### src/rtl/dmem_pkg.sv
// Shared encodings and helpers for the data-memory port arbiter.
// Memory words are big-endian on the bus (bits [31:24] = lowest byte
// address) while the pipeline works with little-endian values, so every
// path that crosses the port goes through byte_swap().
package dmem_pkg;

    // Access size encodings; 2'b11 is treated as a word.
    localparam logic [1:0] SZ_BYTE = 2'b00;
    localparam logic [1:0] SZ_HALF = 2'b01;
    localparam logic [1:0] SZ_WORD = 2'b10;

    // Byte enables; bit 3 is the byte at the access address.
    localparam logic [3:0] BE_BYTE = 4'b1000;
    localparam logic [3:0] BE_HALF = 4'b1100;
    localparam logic [3:0] BE_WORD = 4'b1111;

    typedef enum logic {
        ST_IDLE      = 1'b0,
        ST_LOAD_WAIT = 1'b1
    } state_t;

    // Converts between the little-endian lane value and the bus byte order.
    function automatic logic [31:0] byte_swap(input logic [31:0] w);
        return {w[7:0], w[15:8], w[23:16], w[31:24]};
    endfunction

    function automatic logic [3:0] be_for_size(input logic [1:0] size);
        case (size)
            SZ_BYTE: return BE_BYTE;
            SZ_HALF: return BE_HALF;
            default: return BE_WORD;
        endcase
    endfunction

endpackage

### src/rtl/dmem_load_format.sv
// Turns a raw memory word into a lane load result: byte-swap to a
// little-endian value, pick the low byte/half/word, then extend to 32 bits.
module dmem_load_format
    import dmem_pkg::*;
(
    input  logic [31:0] raw,
    input  logic [1:0]  size,
    input  logic        is_unsigned,
    output logic [31:0] result
);

    logic [31:0] v;

    assign v = byte_swap(raw);

    // Size select with sign or zero extension.
    always_comb begin
        result = v;
        case (size)
            SZ_BYTE: result = {{24{~is_unsigned & v[7]}},  v[7:0]};
            SZ_HALF: result = {{16{~is_unsigned & v[15]}}, v[15:0]};
            default: result = v;
        endcase
    end

endmodule

### src/rtl/dmem_port_arbiter.sv
// Shares one data-memory port between the two load/store lanes.
// Lane 0 holds the older instruction and always wins. Stores finish in the
// grant cycle; loads spend one cycle in LOAD_WAIT collecting the memory data
// and return a formatted result two cycles after acceptance.
module dmem_port_arbiter
    import dmem_pkg::*;
#(
    parameter int ADDR_W = 10,
    parameter int DATA_W = 32
) (
    input  logic              clock_i,
    input  logic              reset_i,

    input  logic              req0_valid_i,
    output logic              req0_ready_o,
    input  logic              req0_we_i,
    input  logic [1:0]        req0_size_i,
    input  logic              req0_unsigned_i,
    input  logic [ADDR_W-1:0] req0_addr_i,
    input  logic [DATA_W-1:0] req0_wdata_i,
    output logic              rsp0_valid_o,
    output logic [DATA_W-1:0] rsp0_data_o,

    input  logic              req1_valid_i,
    output logic              req1_ready_o,
    input  logic              req1_we_i,
    input  logic [1:0]        req1_size_i,
    input  logic              req1_unsigned_i,
    input  logic [ADDR_W-1:0] req1_addr_i,
    input  logic [DATA_W-1:0] req1_wdata_i,
    output logic              rsp1_valid_o,
    output logic [DATA_W-1:0] rsp1_data_o,

    output logic [ADDR_W-1:0] mem_addr_o,
    output logic              mem_re_o,
    output logic              mem_we_o,
    output logic [3:0]        mem_be_o,
    output logic [DATA_W-1:0] mem_wdata_o,
    input  logic [DATA_W-1:0] mem_rdata_i
);

    state_t state_q, state_d;

    logic              in_idle;
    logic              grant0, grant1, grant_any;
    logic              sel_we;
    logic [1:0]        sel_size;
    logic              sel_unsigned;
    logic [ADDR_W-1:0] sel_addr;
    logic [DATA_W-1:0] sel_wdata;
    logic              load_accept;

    logic              lat_lane_q;
    logic [1:0]        lat_size_q;
    logic              lat_unsigned_q;
    logic [DATA_W-1:0] load_result;

    // Grants are only issued from IDLE and are suppressed while reset is
    // held, so every output reads 0 during reset.
    assign in_idle   = (state_q == ST_IDLE) && !reset_i;
    assign grant0    = in_idle && req0_valid_i;
    assign grant1    = in_idle && !req0_valid_i && req1_valid_i;
    assign grant_any = grant0 || grant1;

    assign sel_we       = grant1 ? req1_we_i       : req0_we_i;
    assign sel_size     = grant1 ? req1_size_i     : req0_size_i;
    assign sel_unsigned = grant1 ? req1_unsigned_i : req0_unsigned_i;
    assign sel_addr     = grant1 ? req1_addr_i     : req0_addr_i;
    assign sel_wdata    = grant1 ? req1_wdata_i    : req0_wdata_i;

    assign load_accept = grant_any && !sel_we;

    // State register.
    // NOTE: clocked state uses non-blocking assignments so every register
    // samples pre-edge values regardless of process evaluation order.
    always_ff @(posedge clock_i) begin
        if (reset_i) state_q <= ST_IDLE;
        else         state_q <= state_d;
    end

    // Next-state: a granted load waits one cycle for memory data.
    always_comb begin
        state_d = state_q;
        case (state_q)
            ST_IDLE:      if (load_accept) state_d = ST_LOAD_WAIT;
            ST_LOAD_WAIT: state_d = ST_IDLE;
            default:      state_d = ST_IDLE;
        endcase
    end

    // Outputs: ready for the granted lane and the memory command it drives.
    // NOTE: every output gets a default first so no path leaves one
    // unassigned, which would otherwise infer a latch.
    always_comb begin
        req0_ready_o = grant0;
        req1_ready_o = grant1;
        mem_addr_o   = '0;
        mem_re_o     = 1'b0;
        mem_we_o     = 1'b0;
        mem_be_o     = 4'b0000;
        mem_wdata_o  = '0;
        if (grant_any) begin
            mem_addr_o = sel_addr;
            if (sel_we) begin
                mem_we_o    = 1'b1;
                mem_be_o    = be_for_size(sel_size);
                mem_wdata_o = byte_swap(sel_wdata);
            end else begin
                mem_re_o = 1'b1;
            end
        end
    end

    // Capture which lane owns the pending load and how to format it.
    always_ff @(posedge clock_i) begin
        if (reset_i) begin
            lat_lane_q     <= 1'b0;
            lat_size_q     <= SZ_BYTE;
            lat_unsigned_q <= 1'b0;
        end else if (load_accept) begin
            lat_lane_q     <= grant1;
            lat_size_q     <= sel_size;
            lat_unsigned_q <= sel_unsigned;
        end
    end

    dmem_load_format u_load_format (
        .raw         (mem_rdata_i),
        .size        (lat_size_q),
        .is_unsigned (lat_unsigned_q),
        .result      (load_result)
    );

    // Register the load result to the owning lane; data holds between loads.
    always_ff @(posedge clock_i) begin
        if (reset_i) begin
            rsp0_valid_o <= 1'b0;
            rsp1_valid_o <= 1'b0;
            rsp0_data_o  <= '0;
            rsp1_data_o  <= '0;
        end else begin
            rsp0_valid_o <= 1'b0;
            rsp1_valid_o <= 1'b0;
            if (state_q == ST_LOAD_WAIT) begin
                if (lat_lane_q) begin
                    rsp1_valid_o <= 1'b1;
                    rsp1_data_o  <= load_result;
                end else begin
                    rsp0_valid_o <= 1'b1;
                    rsp0_data_o  <= load_result;
                end
            end
        end
    end

endmodule

### config.mk
export PLATFORM = sky130hd
export DESIGN_NAME = dmem_port_arbiter
export DESIGN_NICKNAME = d
export VERILOG_FILES = /design/src/rtl/dmem_pkg.sv /design/src/rtl/dmem_load_format.sv /design/src/rtl/dmem_port_arbiter.sv
export SDC_FILE = /design/constraint.sdc
export NUM_CORES = 1
export LEC_CHECK = 0
export ABC_CLOCK_PERIOD_IN_PS = 2250
export CORE_MARGIN = 5
export CORE_UTILIZATION = 30
export DETAILED_ROUTE_END_ITERATION = 8
export HOLD_SLACK_MARGIN = 0.08
export PLACE_DENSITY = 0.75
export SLEW_MARGIN = 20
export SYNTH_ARGS = -nofsm -noshare
export SYNTH_HDL_FRONTEND = slang
export SYNTH_SLANG_ARGS = --single-unit
### constraint.sdc
create_clock -name clock_i -period 2.25 [get_ports clock_i]
set_clock_uncertainty 0.15 [all_clocks]
set_input_delay 0.45 -clock clock_i [delete_from_list [all_inputs] [get_ports clock_i]]
set_output_delay 0.45 -clock clock_i [all_outputs]
set_load 0.01 [all_outputs]
==> out/qor.csv <==
metric;value;unit
setup slack, reg-to-reg;210;ps
final hold vios;0;
ANT nets after route;0;
peak supply drop;325;µV
Final Power;3.31;mW
dpl ws;-971;ps
Slew HR;0.664;
clk_lat worst skew;330;ps
utilization after layout;0.604;
max-cap violations;0;
Async S/R FF share, synth;0;
NumNets Final;823;
RSZ-0062 raised after global routing;true;
Avg Cell Area, Syn;7.48;µm²
post-synthesis cell count;443;
Cell Rows;38;
share of cells above drive strength 1;0.257;
critical path type;in -> out;
CTS tree;done;
via count;4153;
initial core utilization;0.306;
Primary FF master, synth;dfxtp_1;
status;finished with violations;
CP max FO;3;
Post-route DRC;0;
GPL Wtd Cong;0.848;
Crit. End Element;output pin;
reg-to-reg critical path startpoint;state_q;
synth warn;0;
Mapped Nets;571;
core area;10800;µm²
initial DRC count;308;
Distinct cells, synth;33;
aggregate routed wire length;14.1;mm
area grow syn2layout;97.6;%
CP startpoint;reset_i;
Inserted Clock Buffers;9;
first drt pass iteration count;4;
Final Max Slew Viols;0;
Period Utilization, post-route;1.10;
largest net degree at the start of global routing;49;
clk sink count;71;
failing checks;negative setup slack;
Min Hold Slack;310;ps
Total GRT Usage;0.203;
Worst EP arrival;1880;ps
Seq/Total Area, Yosys;0.429;
PD cells;506;nW/µm²
Pleak;2.53;nW
EDFF count, synth;0;
Yosys reg bits;71;
Critical Path Start Type;input port;
DP HPWL;10.8;mm
Clock Tree Buf Depth;2;
PnR worst setup slack;-227;ps
global-route wire length before repair;21.3;mm
Worst R2R End;lat_size_q[1];
Netlist Area Pre-Place;3310;µm²
worst reg2reg path depth;6;
Worst Tran Pin Value;497;ps
die area;13300;µm²
Final Setup Violations;47;
Fmax;0.404;GHz
Routed WL per cell;16.7;µm
number of global-route vias before repair;4178;
gr ovfl total;0;
Worst Path Required;1650;ps
sum of negative setup slack;-8270;ps
min cycle time layout;2480;ps
Die Width;115;µm
post-cts hold buffer count;0;
Port Buffers;243;
CP Capture Point;mem_be_o[2];
I/O pin cnt;244;
vias per cell;4.94;
Worst-path clk slew;70;ps
worst hold path type;reg -> reg;
DIE HEIGHT;115;µm
Root Buffer;clkbuf_8;
H-tree levels;3;
initial antenna violation count;1;
==> registers in the layout, indices dropped and copies added, names as in the netlist <==
signal,count
lat_unsigned_q,1
state_q,1
rsp0_valid_o,1
rsp1_valid_o,1
lat_lane_q,1
lat_size_q,2
rsp0_data_o,32
rsp1_data_o,32
==> layout make-up <==
type                            count  area (µm²)
Multi-Input combinational cell    323        1890
Clock inverter                      5        81.3
Antenna cell                        1        2.50
Clock buffer                       11         141
Fill cell                         999        4290
Timing Repair Buffer              287        2810
Sequential cell                    71        1420
Tap cell                          140         175
Inverter                            3        26.3
==> cells in the final DEF, fill, tap and decap left out, types with 17 or more instances in the layout <==
| cell | n |
|---|---|
| buf_2 | 35 |
| nand2_2 | 22 |
| nor2_1 | 27 |
| a21oi_2 | 32 |
| nand2_1 | 97 |
| a211oi_1 | 17 |
| a31oi_1 | 32 |
| o21ai_0 | 32 |
| buf_4 | 25 |
| clkdlybuf4s50_1 | 188 |
| buf_6 | 20 |
| dfxtp_1 | 70 |
| a21oi_1 | 17 |
==> synth_stat cells (all sizes together), types with 3 or more instances <==
| cell type | instances | area (µm²) |
|---|---|---|
| buf | 18 | 124 |
| nand2 | 119 | 447 |
| dfxtp | 71 | 1420 |
| clkbuf | 28 | 105 |
| nor2 | 28 | 105 |
| nand2b | 3 | 18.8 |
| o21ai | 32 | 160 |
| a31oi | 32 | 200 |
| a211oi | 18 | 135 |
| a21oi | 49 | 245 |
| o21a | 8 | 60.1 |
| a22o | 10 | 87.6 |
| nor3 | 5 | 30.0 |
==> layer usage <==
metal	part of all wire	GRT usage	wire [µm]	vias to the layer above
met2	0.50	0.358	7030	197
met5	0	0	0	-
met4	0.029	0.0806	402	0
li1	-	-	-	2044
met1	0.36	0.214	5040	1883
met3	0.11	0.0858	1600	29
==> timing repair <==
item | CTS | global route
pin swaps | 7 | 9
resized for setup | 235 | 24
setup endpoints to repair | 50 | 49
buffers inserted | 8 | 6
cloned | 4 | 0
==> worst min path at each step <==
stage	from	end	slack, ps	cells past startpoint
after floorplan	lat_lane_q	lat_lane_q	330	2
after global placement	rsp0_data_o[7]	rsp0_data_o[7]	290	2
after detailed placement	rsp0_data_o[6]	rsp0_data_o[6]	300	2
after CTS	rsp0_data_o[0]	rsp0_data_o[0]	310	2
after global routing	rsp0_data_o[7]	rsp0_data_o[7]	330	2
final	rsp0_data_o[0]	rsp0_data_o[0]	310	2
==> cell families after synthesis <==
logic type / synth area share
compound gates: 0.279
buf+inv: 0.0729
simple gates: 0.214
flops: 0.429
mux: 0.00604
==> critical path, cell delays in order <==
cell and delay (ps):
dlygate4sd2_1 260, or4b_4 570, buf_8 170, buf_6 110, nor3_4 110, nor3_2 60, buf_2 150
==> stage by stage <==
stage	cell area, µm²	instances
final	6550	841
after global routing	6550	841
after global placement	6150	807
after floorplan	3490	443
after detailed placement	6150	807
after CTS	6450	835
==> where the power goes <==
group          total [mW]  internal [mW]  switching (mW)
Clock                1.13          0.655           0.471
Sequential           1.33           1.30          0.0311
Combinational       0.853          0.487           0.366
Power figures use the tool's default switching activity.
